File: src/rtl/conv_pkg.sv
// conv_pkg: shared FSM encoding and geometry defaults for the 3x3 convolution sequencer
package conv_pkg;
  typedef enum logic [1:0] {IDLE, RUN, FLUSH, DONE} state_t;
  localparam int IMG_W_DEF = 32;
  localparam int IMG_H_DEF = 32;
  localparam int ADDR_W_DEF = 11;
  localparam int N = IMG_W_DEF * IMG_H_DEF;
endpackage

File: src/rtl/conv_pos_cnt.sv
// conv_pos_cnt: raster row/column position of the pixel being pushed
//   clk, reset (sync, active-low); clear: return to (0,0); advance: step one pixel
//   r, c: current position; last: position is the final pixel of the frame
module conv_pos_cnt
  import conv_pkg::*;
#(
  parameter int IMG_W = IMG_W_DEF,
  parameter int IMG_H = IMG_H_DEF,
  parameter int ADDR_W = ADDR_W_DEF
)(
  input  logic              clk,
  input  logic              reset,
  input  logic              clear,
  input  logic              advance,
  output logic [ADDR_W-1:0] r,
  output logic [ADDR_W-1:0] c,
  output logic              last
);
  logic eol;
  assign eol = c == ADDR_W'(IMG_W - 1);
  assign last = eol && r == ADDR_W'(IMG_H - 1);
  always_ff @(posedge clk)
    if (!reset || clear) begin
      r <= '0;
      c <= '0;
    end else if (advance) begin
      c <= eol ? '0 : c + ADDR_W'(1);
      r <= last ? '0 : eol ? r + ADDR_W'(1) : r;
    end
endmodule

File: src/rtl/conv_sequencer.sv
// conv_sequencer: raster-scan pixel fetch and 3x3 window handshake for a line-buffered convolution
//   clk, reset (sync, active-low), start, abort, out_ready: control inputs
//   rd_addr/push/buf_clr: pixel-store read and line-buffer control
//   win_valid/out_row/out_col: window handshake and centre; busy, done: frame status
//   stall_cnt: stalled-window cycle counter, only with CONV_SEQ_PERF_EN defined
module conv_sequencer
  import conv_pkg::*;
#(
  parameter int IMG_W = IMG_W_DEF,
  parameter int IMG_H = IMG_H_DEF,
  parameter int ADDR_W = ADDR_W_DEF
)(
  input  logic              clk,
  input  logic              reset,
  input  logic              start,
  input  logic              abort,
  input  logic              out_ready,
  output logic [ADDR_W-1:0] rd_addr,
  output logic              push,
  output logic              buf_clr,
  output logic              win_valid,
  output logic [ADDR_W-1:0] out_row,
  output logic [ADDR_W-1:0] out_col,
  output logic              busy,
  output logic              done
`ifdef CONV_SEQ_PERF_EN
  ,output logic [15:0]      stall_cnt
`endif
);
  state_t state, nxt;
  logic [ADDR_W-1:0] r, c;
  logic last, hit;
  assign buf_clr = reset && state == IDLE && start && !abort;
  // a held window blocks every push, so no pixel can overwrite the stalled buffers
  assign push = state == RUN && (!win_valid || out_ready);
  assign hit = push && r >= ADDR_W'(2) && c >= ADDR_W'(2);
  always_comb
    nxt = state == IDLE ? (start && !abort ? RUN : IDLE)
        : state == DONE || abort ? IDLE
        : state == RUN ? (push && last ? FLUSH : RUN)
        : (win_valid && out_ready ? DONE : FLUSH);
  conv_pos_cnt #(.IMG_W(IMG_W), .IMG_H(IMG_H), .ADDR_W(ADDR_W)) u_pos (
    .clk(clk), .reset(reset), .clear(buf_clr), .advance(push), .r(r), .c(c), .last(last)
  );
  always_ff @(posedge clk)
    if (!reset) begin
      state <= IDLE;
      rd_addr <= '0;
      win_valid <= 1'b0;
      out_row <= '0;
      out_col <= '0;
      busy <= 1'b0;
      done <= 1'b0;
    end else begin
      state <= nxt;
      busy <= nxt == RUN || nxt == FLUSH;
      done <= nxt == DONE;
      rd_addr <= buf_clr ? '0 : push ? rd_addr + ADDR_W'(1) : rd_addr;
      win_valid <= !abort && (hit || (win_valid && !out_ready));
      if (hit) begin
        out_row <= r - ADDR_W'(1);
        out_col <= c - ADDR_W'(1);
      end
    end
`ifdef CONV_SEQ_PERF_EN
  always_ff @(posedge clk)
    if (!reset || buf_clr)
      stall_cnt <= '0;
    else if (win_valid && !out_ready && stall_cnt != 16'hFFFF)
      stall_cnt <= stall_cnt + 16'd1;
`endif
endmodule
File: config.mk
export PLATFORM = sky130hd
export DESIGN_NAME = conv_sequencer
export DESIGN_NICKNAME = d
export VERILOG_FILES = /design/src/rtl/conv_pkg.sv /design/src/rtl/conv_pos_cnt.sv /design/src/rtl/conv_sequencer.sv
export SDC_FILE = /design/constraint.sdc
export NUM_CORES = 1
export LEC_CHECK = 0
export ABC_AREA = 1
export BUFFER_PORTS_ARGS = -buffer_cell sky130_fd_sc_hd__buf_2
export CAP_MARGIN = 10
export CORE_MARGIN = 1
export CORE_UTILIZATION = 43
export DETAILED_ROUTE_END_ITERATION = 12
export SETUP_SLACK_MARGIN = 0.3
export SYNTH_ARGS = -nofsm -noshare
export SYNTH_HDL_FRONTEND = slang
export SYNTH_SLANG_ARGS = --single-unit
File: constraint.sdc
create_clock -name clk -period 1.8 [get_ports clk]
set_input_delay 0.09 -clock clk [delete_from_list [all_inputs] [get_ports clk]]
set_output_delay 0.09 -clock clk [all_outputs]
set_load 0.02 [all_outputs]
* Yosys cells after proc, flatten, opt, wreduce, memory -nomap -nowiden *
Index checks and enable logic that the tools add are counted.

operators by class
  add/sub/neg operators = 5
  magnitude comparators = 2
  eq/ne operators = 7
  muxes and demuxes = 9
  bitwise gates (word level) = 1
  reduce and logical (&&, ||, !) cells = 25

operators by type and width
  cell                   number
  $add 11x1->11 const B  3
  $mux 11                3
  $eq 11x5->1 const B    2
  $ge 11x2->1 const B    2
  $sub 11x1->11 const B  2
  $logic_and 1x1->1      12
  $mux 2                 4
  $eq 2x2->1 const B     3
  $logic_or 1x1->1       5
  $eq 2x1->1 const B     2
  $logic_not 1->1        4
  $logic_not 2->1        1
  $mux 1                 2
  $reduce_and 2->1       1
  $reduce_bool 2->1      1
  $reduce_or 2->1        1
  $not 1->1              1

storage, ports and cells
  register bits after elaboration = 60
  input bits = 5
  word-level logic and storage cells = 58

* Longest topological paths before layout *
Gate-level depths: netlist of run 1.

  depth in word-level cells = 10
  mapped depth = 12

* Cells and area by module *
From an unflattened synthesis of run 1, not the netlist that was laid out.

unflattened totals
  cells, all modules = 553
  area total of the unflattened synthesis = 3568.4 µm²

by module, submodules not included
  module          instances  cells an instance  area each (µm²)  seq. area each (µm²)
  conv_sequencer  1          353                2280.9           760.7
  conv_pos_cnt    1          200                1287.5           440.4

* Least setup slack after synthesis of run 1 *
Ideal clock, no wire load.

  path type = reg2reg
  start point = register u_pos.r[1]
  end point = register busy
  arrival = 1.647 ns
  setup slack = 0.043 ns
  cell stages (with the launch flop) = 12
  clock period less this slack = 1.757 ns
  path through = dfxtp_1 ha_1 nand3_1 inv_1 nand2_1 nor2_1 nand4_1 nand2_1 nand2_1 ha_1 nand2_1 inv_1

on the way
  cells in the longest elaborated chain, start to end = 9
  elaborated cells between the ends (all ways) = 10
  those cells by class = eq/ne: 3; mux: 4; reduce/logical: 3

RTL lines
  element                                          RTL line              RTL
  start, declared                                  conv_pos_cnt.sv:15    output logic [ADDR_W-1:0] r,
  start signal, assigned                           conv_pos_cnt.sv:28    r <= last ? '0 : eol ? r + ADDR_W'(1) : r;
  $eq 11x5->1 (*)                                  conv_pos_cnt.sv:21    assign last = eol && r == ADDR_W'(IMG_H - 1);
  $logic_and 1x1->1 (*)                            conv_pos_cnt.sv:21
  $logic_and 1x1->1 (*)                            conv_sequencer.sv:40  : state == RUN ? (push && last ? FLUSH : RUN)
  $mux 2 (*) (2 in a row)                          conv_sequencer.sv:40
  $mux 2 (*)                                       conv_sequencer.sv:39  : state == DONE || abort ? IDLE
  $mux 2 (*)                                       conv_sequencer.sv:38  nxt = state == IDLE ? (start && !abort ? RUN : IDLE)
  via nxt[0]                                       conv_sequencer.sv:30  state_t state, nxt;
  $eq 2x1->1 / $eq 2x2->1 (equally long branches)  conv_sequencer.sv:56  busy <= nxt == RUN || nxt == FLUSH;
  $logic_or 1x1->1 (*)                             conv_sequencer.sv:56
  end signal, assigned                             conv_sequencer.sv:52  busy <= 1'b0;
  end signal, assigned                             conv_sequencer.sv:56
  end, declared                                    conv_sequencer.sv:24  output logic busy,

Mark *: on every way through the listed nets, which the timed path passes. The rest lies on a longest branch.
A chain may end at the register's enable or synchronous reset.

* Final worst setup path of run 1 *
  start point = register u_pos.c[1]
  end point = register out_col[10]

on the way
  cells in the longest elaborated chain, start to end = 2
  elaborated cells between the ends (all ways) = 3
  those cells by class = add/sub: 1; order compare: 1; reduce/logical: 1

RTL lines
  element                 RTL line              RTL
  start, declared         conv_pos_cnt.sv:16    output logic [ADDR_W-1:0] c,
  start signal, assigned  conv_pos_cnt.sv:27    c <= eol ? '0 : c + ADDR_W'(1);
  $ge 11x2->1             conv_sequencer.sv:36  assign hit = push && r >= ADDR_W'(2) && c >= ADDR_W'(2);
  $logic_and 1x1->1       conv_sequencer.sv:36
  end signal, assigned    conv_sequencer.sv:62  out_col <= c - ADDR_W'(1);
  end, declared           conv_sequencer.sv:23  output logic [ADDR_W-1:0] out_col,

Several ways; a longest one is shown, not always the timed one.

==> summary.md, run 1 <==
| Metric | Value |
|---|---|
| Status | `finished, final reports clean` |
| Most frequent cells in the layout | `137 x nand2_1, 70 x inv_1, 53 x nor2_1` |
| Reg2reg setup slack | `170 ps` |
| DP HPWL | `~6.0 mm` |
| Starting DRT DRC Count | `142` |
| Overall Power | `around 0.0027 W` |
| Total net switching power | `0.0006513 W` |
| Clock root buffer master | `clkbuf_8` |
| Comb power frac | `0.071` |
| Filler instances | `approximately 730` |
| Reg2Reg Launch Point | `u_pos.c[1]` |
| Sequential Power Share | `0.496` |
| Max Freq | `~610 MHz` |
| Core area | `a little over 8000 sq um` |
| P&R area growth vs syn | `37.40%` |
| Via count | `3634` |
| Reg2reg end | `out_col[10]` |
| Clock-pin slew on the worst setup and hold paths | `60 ps` |
| Routed Antenna Nets | `0` |
| PnR worst setup slack | `about 170 ps` |
| Max VDD drop | `291.0 uV` |
| Number of buffers created by CTS | `9` |
| Post-synthesis async set-or-reset flop share | `0` |
| Worst-Margin Slew | `418.7 ps` |
| Initial antenna violation count | `0` |
| IO buf count | `42` |
| Syn. warnings | `0` |
| GRT Util Overall | `0.2287` |
| Arr. time, crit path | `between 1500 and 2000 ps` |
| CP Class | `flop to flop` |
| Gr ovfl total | `0` |
| Cell internal pwr | `0.002037 W` |
| Vias per std cell | `~4.9` |
| Final Hold Fails | `0` |
| Placement Setup Slack | `66.52 ps` |
| RSZ-0062 raised after global routing | `yes` |
| Clk pwr share | `0.432` |
| Crit path capture | `out_col[10]` |
| Die W | `93.80 microns` |
| Max-Slew Margin vs Limit | `0.7187` |
| Max-slew violation count | `0` |
| Syn Nets | `566` |
| Routed len/inst | `around 13 microns` |
| PwrDens | `540.0 nW/um^2` |
| Main synth FF type | `dfxtp_1` |
| Number of diodes | `0` |
| CP Launch Type | `flop` |
| Largest net degree at the start of global routing | `26` |
| Critical Path RT | `2040 ps` |
| Clk Latency, worst-skew pair | `approximately 340 ps` |
| Nets | `653` |
| Worst Reg2Reg Path Length in Cells | `10` |
| First-pass GRT wire length | `15.66 mm` |
| Sink Count | `60` |
| Register area share after synthesis | `0.3315` |
| Hold/Removal Path Class | `input pin to flop` |
| Multi-input gate area | `2222 sq um` |
| WL final | `9.452 mm` |
| Register area | `1244 sq um` |
| Commonest non-fill, non-tap cell in the layout | `nand2_1` |
| Avg Cell Area, Syn | `around 6.6 sq um` |
| DRT Pass-1 Iters | `5` |
| Num ports | `43` |
| LEAKAGE | `between 2 and 2.5 nW` |
| FP Rows | `33` |
| Crit path from | `u_pos.c[1]` |
| Gpl congestion | `0.9046` |
| Vias in the first global route | `3370` |
| Worst setup EP type | `flop` |
| Sw Ratio | `0.2422` |
| Utilization after layout | `0.6090` |
| Synthesized area | `3623 sq um` |
| Setup TNS | `0 ps` |
| CTS tree | `done` |
| Max_cap viols | `0` |
| Htree depth | `3` |
| Flops & latches, synth | `60` |
| EDFF count, synth | `0` |
| Starting Density | `0.4432` |
| Crit Path Max Fanout | `3` |
| Depth of the worst hold-timing path | `4` |
| Max Clock Skew | `9.520 ps` |
| Mapped Cells | `~550` |
| Clock tree buffer depth | `2` |
| Die area | `8798 sq um` |
| Netlist cell types | `33` |
| Proportion of layout cells with a drive suffix above 1 | `0.3556` |
| Clock period minus worst slack | `1630 ps` |
| Die height | `93.80 microns` |
| Setup violations, final | `0` |
| DRC Markers | `0` |
| Crit share post-route | `0.9056` |
[flip-flops by register name, indices dropped and copies added, names as in the netlist]
signal / cells
state: 2
busy: 1
out_row: 11
win_valid: 1
u_pos.c: 11
out_col: 11
rd_addr: 11
done: 1
u_pos.r: 11
[cell families (layout without fill, tap and decap cells)]
kind of cell	Yosys count	after routing	synth area share
AND/OR/NAND/NOR	330	330	0.4268
adder cells (fa/ha/maj)	8	8	0.02763
AO/OA/AOI/OAI	38	38	0.05490
XOR/XNOR	13	13	0.03142
flip-flops	60	60	0.3315
buffers and inverters	104	195	0.1278
[power by group through the flow]
stage | Combinational [W] | Clock [W] | Sequential (W)
finish | 0.000192 | 0.00116 | 0.00133
global route | 0.000209 | 0.00125 | 0.00133
CTS | 0.000171 | 0.00118 | 0.00134
detailed placement | 0.000152 | 0 | 0.00137
global placement | 0.000151 | 0 | 0.00137
floorplan | 0.000104 | 0 | 0.00137
[cells in the mapped netlist (2+ instances only)]
cell type / n / area share
or2_2: 5 / 0.0086
nand3b_1: 2 / 0.0041
dfxtp_1: 60 / 0.33
nand3_2: 2 / 0.0055
inv_1: 77 / 0.080
buf_2: 9 / 0.012
inv_2: 7 / 0.0073
nor2_2: 15 / 0.026
a21oi_1: 26 / 0.036
nor2_4: 9 / 0.028
xor2_1: 10 / 0.024
nand3_1: 33 / 0.046
nor3_1: 11 / 0.015
clkbuf_1: 3 / 0.0031
xnor2_1: 3 / 0.0073
nand2_2: 4 / 0.0069
nor2_1: 71 / 0.074
nand2_1: 150 / 0.16
ha_1: 8 / 0.028
o21ai_0: 8 / 0.011
nand4_1: 23 / 0.040
buf_6: 6 / 0.019
[final cells by class]
class	count	area share
clock buffers	14	0.03669
clock inverters	1	0.001005
repair buffers	95	0.1717
inverters	85	0.06811
flip-flops and latches	60	0.2498
multi-input cells	389	0.4463
well taps	105	0.02639
[per-stage QoR]
stage	area (sq um)	cells	hold slack [ps]
floorplan	3662	553	266.5
global placement	3963	693	382.8
detailed placement	3963	693	382.1
CTS	4776	740	32.03
global route	4979	749	52.98
finish	4979	749	44.67
[worst min path at each step]
stage / slack, ps / startpoint / endpoint
after global placement: 380 / abort / win_valid
after detailed placement: 380 / abort / win_valid
after global routing: 50 / abort / win_valid
after CTS: 30 / abort / win_valid
final: 40 / abort / win_valid
after floorplan: 270 / abort / win_valid
[critical path: stages, from the launching register on]
cell and delay [ps]:
dfxtp_4 370, buf_12 120, inv_1 130, ha_1 210
nand3_1 160, nor2_2 170, nand3_1 90, nand2_1 60
nand2_1 70, nor2_2 100, nor2_1 40
[layer usage]
layer  global-route usage  up-vias  part of all wire
li1                     -     1894                 -
met1               0.2902     1632              0.46
met2               0.3820       89              0.47
met3              0.03560       19             0.042
met4              0.09744        0             0.023
met5                    0        -                 0
[repair_timing]
item                       4_1_cts  5_1_grt
gates cloned                     6        0
hold buffers                     0        0
setup endpoints to repair       47       54
resized for setup               84       33
setup buffers                   26        9
pin swaps                       27        9
No activity file was read; power rests on OpenSTA's default activity.
==> run 2: changes to the inputs <==
Clock period 1.8 ns to 1.6 ns, I/O delays scaled along.
==> summary.md, run 2 (synthesized netlist as in run 1, its figures left out) <==
| Metric | Value |
|---|---|
| DRT Pass-1 Iters | `5 (unchanged)` |
| Via count | `3973 (was 3634)` |
| Arr. time, crit path | `1900 ps (was 1870 ps)` |
| Num ports | `43 (unchanged)` |
| Die W | `93.80 microns (unchanged)` |
| Clock tree buffer depth | `2 (unchanged)` |
| Comb power frac | `0.100 (was 0.071)` |
| Setup violations, final | `15 (was 0)` |
| Critical-path top delay cell | `dfxtp_1 (was dfxtp_4)` |
| Initial antenna violation count | `0 (unchanged)` |
| Design Area, Final | `5758 sq um (was 4979 sq um)` |
| Gr ovfl total | `0 (unchanged)` |
| Overall Power | `0.003233 W (was 0.002688 W)` |
| DRC Markers | `0 (unchanged)` |
| Max Freq | `610.1 MHz (was 613.5 MHz)` |
| Worst-Margin Slew | `312.0 ps (was 418.7 ps)` |
| Hold/Removal Path Class | `input pin to flop (unchanged)` |
| Largest net degree at the start of global routing | `26 (unchanged)` |
| Core area | `8175 sq um (unchanged)` |
| Routed len/inst | `13.93 microns (was 12.62 microns)` |
| Sw Ratio | `0.2474 (was 0.2422)` |
| Placed cells | `737 (was 693)` |
| Crit share post-route | `1.024 (was 0.9056)` |
| Violated checks | `negative setup slack` |
| Cell Area, Placed | `4373 sq um (was 3963 sq um)` |
| Max VDD drop | `523.5 uV (was 291.0 uV)` |
| CP Class | `flop to flop (unchanged)` |
| Register area | `1239 sq um (was 1244 sq um)` |
| Cell-by-cell trace of the critical path | `nor2_2, nand2_2, nor2_2, nand2_1, nand2_2, nand3_4, buf_8, buf_6, buf_6, a21oi_2 (was buf_12, inv_1, ha_1, nand3_1, nor2_2, nand3_1, nand2_1, nand2_1, nor2_2, nor2_1)` |
| Max-slew violation count | `0 (unchanged)` |
| Finished Layout Cells | `793 (was 749)` |
| Max Clock Skew | `11.84 ps (was 9.520 ps)` |
| Worst setup EP type | `flop (unchanged)` |
| Clock-pin slew on the worst setup and hold paths | `70 ps (was 60 ps)` |
| CTS tree | `done (unchanged)` |
| Max_cap viols | `0 (unchanged)` |
| Gpl congestion | `0.8741 (was 0.9046)` |
| Critical Path RT | `1860 ps (was 2040 ps)` |
| Proportion of layout cells with a drive suffix above 1 | `0.5015 (was 0.3556)` |
| IO buf count | `42 (unchanged)` |
| Die area | `8798 sq um (unchanged)` |
| LEAKAGE | `2.678 nW (was 2.379 nW)` |
| RSZ-0062 raised after global routing | `yes (unchanged)` |
| Clk Latency, worst-skew pair | `340 ps (about the same)` |
| PnR worst setup slack | `-39.07 ps (was 170.0 ps)` |
| Crit-path max cell delay | `370 ps (about the same)` |
| Crit path max-delay family | `simple AND/OR/NAND/NOR gates (unchanged)` |
| WP buf/inv | `3 (was 2)` |
| GRT Util Overall | `0.2391 (was 0.2287)` |
| DP HPWL | `6.677 mm (was 5.983 mm)` |
| CP Launch Type | `flop (unchanged)` |
| Total net switching power | `0.0007998 W (was 0.0006513 W)` |
| Clk pwr share | `0.435 (was 0.432)` |
| Die height | `93.80 microns (unchanged)` |
| WL final | `11.05 mm (was 9.452 mm)` |
| Vias per std cell | `5.010 (was 4.852)` |
| FP Rows | `33 (unchanged)` |
| Sink Count | `60 (unchanged)` |
| PwrDens | `561.4 nW/um^2 (was 540.0 nW/um^2)` |
| Starting DRT DRC Count | `150 (was 142)` |
| Htree depth | `3 (unchanged)` |
| Placement Setup Slack | `-10.48 ps (was 66.52 ps)` |
| Number of diodes | `0 (unchanged)` |
| Max-Slew Margin vs Limit | `0.7917 (was 0.7187)` |
| Most frequent cells in the layout | `106 x nand2_1, 64 x inv_1, 58 x buf_4 (was 137 x nand2_1, 70 x inv_1, 53 x nor2_1)` |
| Status | `finished with violations (was finished, final reports clean)` |
| Number of buffers created by CTS | `9 (unchanged)` |
| Crit Path Max Fanout | `5 (was 3)` |
| First-pass GRT wire length | `16.46 mm (was 15.66 mm)` |
| Sequential Power Share | `0.464 (was 0.496)` |
| Multi-input gate area | `2585 sq um (was 2222 sq um)` |
| Cell internal pwr | `0.002433 W (was 0.002037 W)` |
| Nets | `697 (was 653)` |
| Final Hold Fails | `0 (unchanged)` |
| Commonest non-fill, non-tap cell in the layout | `nand2_1 (unchanged)` |
| Filler instances | `632 (was 731)` |
| Vias in the first global route | `3597 (was 3370)` |
| Clock period minus worst slack | `1639 ps (was 1630 ps)` |
| Routed Antenna Nets | `0 (unchanged)` |
| Clock root buffer master | `clkbuf_8 (unchanged)` |
| P&R area growth vs syn | `58.91% (was 37.40%)` |
| Starting Density | `0.4432 (unchanged)` |
[run 2: layout make-up]
| class | instances | area share |
|---|---|---|
| inverter | 85 | 0.06106 |
| tap | 105 | 0.02282 |
| multi-input combinational | 389 | 0.4489 |
| timing repair buffer | 139 | 0.2184 |
| sequential | 60 | 0.2151 |
| clock inverter | 2 | 0.006084 |
| clock buffer | 13 | 0.02760 |
[run 2: final timing paths]
kind	depth (start not counted)	startpoint	slack (ps)	end
min	4	abort	20	win_valid
max	10	u_pos.r[9]	-40	win_valid
max reg2reg	10	u_pos.r[9]	-40	win_valid
min reg2reg	2	rd_addr[8]	500	rd_addr[8]
[run 2: power groups by stage]
stage	combinational [W]	sequential, W	clock, W
floorplan	0.000119	0.00154	0
global placement	0.000191	0.00154	0
detailed placement	0.000192	0.00154	0
CTS	0.000255	0.00150	0.00143
global route	0.000349	0.00150	0.00149
finish	0.000325	0.00150	0.00141
[run 2: through the flow]
stage | utilization | setup TNS (ps) | hold slack (ps)
final | 0.7043 | -274.3 | 19.16
after global routing | 0.7043 | -2400 | 46.57
after CTS | 0.6390 | -16.03 | 3.210
after detailed placement | 0.5349 | -10.48 | 358.7
after global placement | 0.5349 | 0 | 355.5
after floorplan | - | 0 | 249.1
[run 2: worst reg2reg max path, delay by kind of cell (launching register included)]
| kind | cells | cell delay [ps] |
|---|---|---|
| buffers and inverters | 3 | 390 |
| AND/OR/NAND/NOR | 6 | 680 |
| flip-flops | 1 | 370 |
| AO/OA/AOI/OAI | 1 | 120 |
[run 2: routing by layer]
layer / up-vias / wire length, microns / GRT usage
met5: - / 0 / 0
met4: 0 / 246 / 0.07308
met3: 27 / 504 / 0.05421
met2: 114 / 5458 / 0.4051
met1: 1846 / 4839 / 0.2996
li1: 1986 / - / -
[run 2: what timing repair did]
item                       4_1_cts  5_1_grt
buffers inserted                24       12
setup endpoints to repair       58       62
hold buffers                     0        0
cloned                           4        1
resized for setup              116      108
pin swaps                       41       19
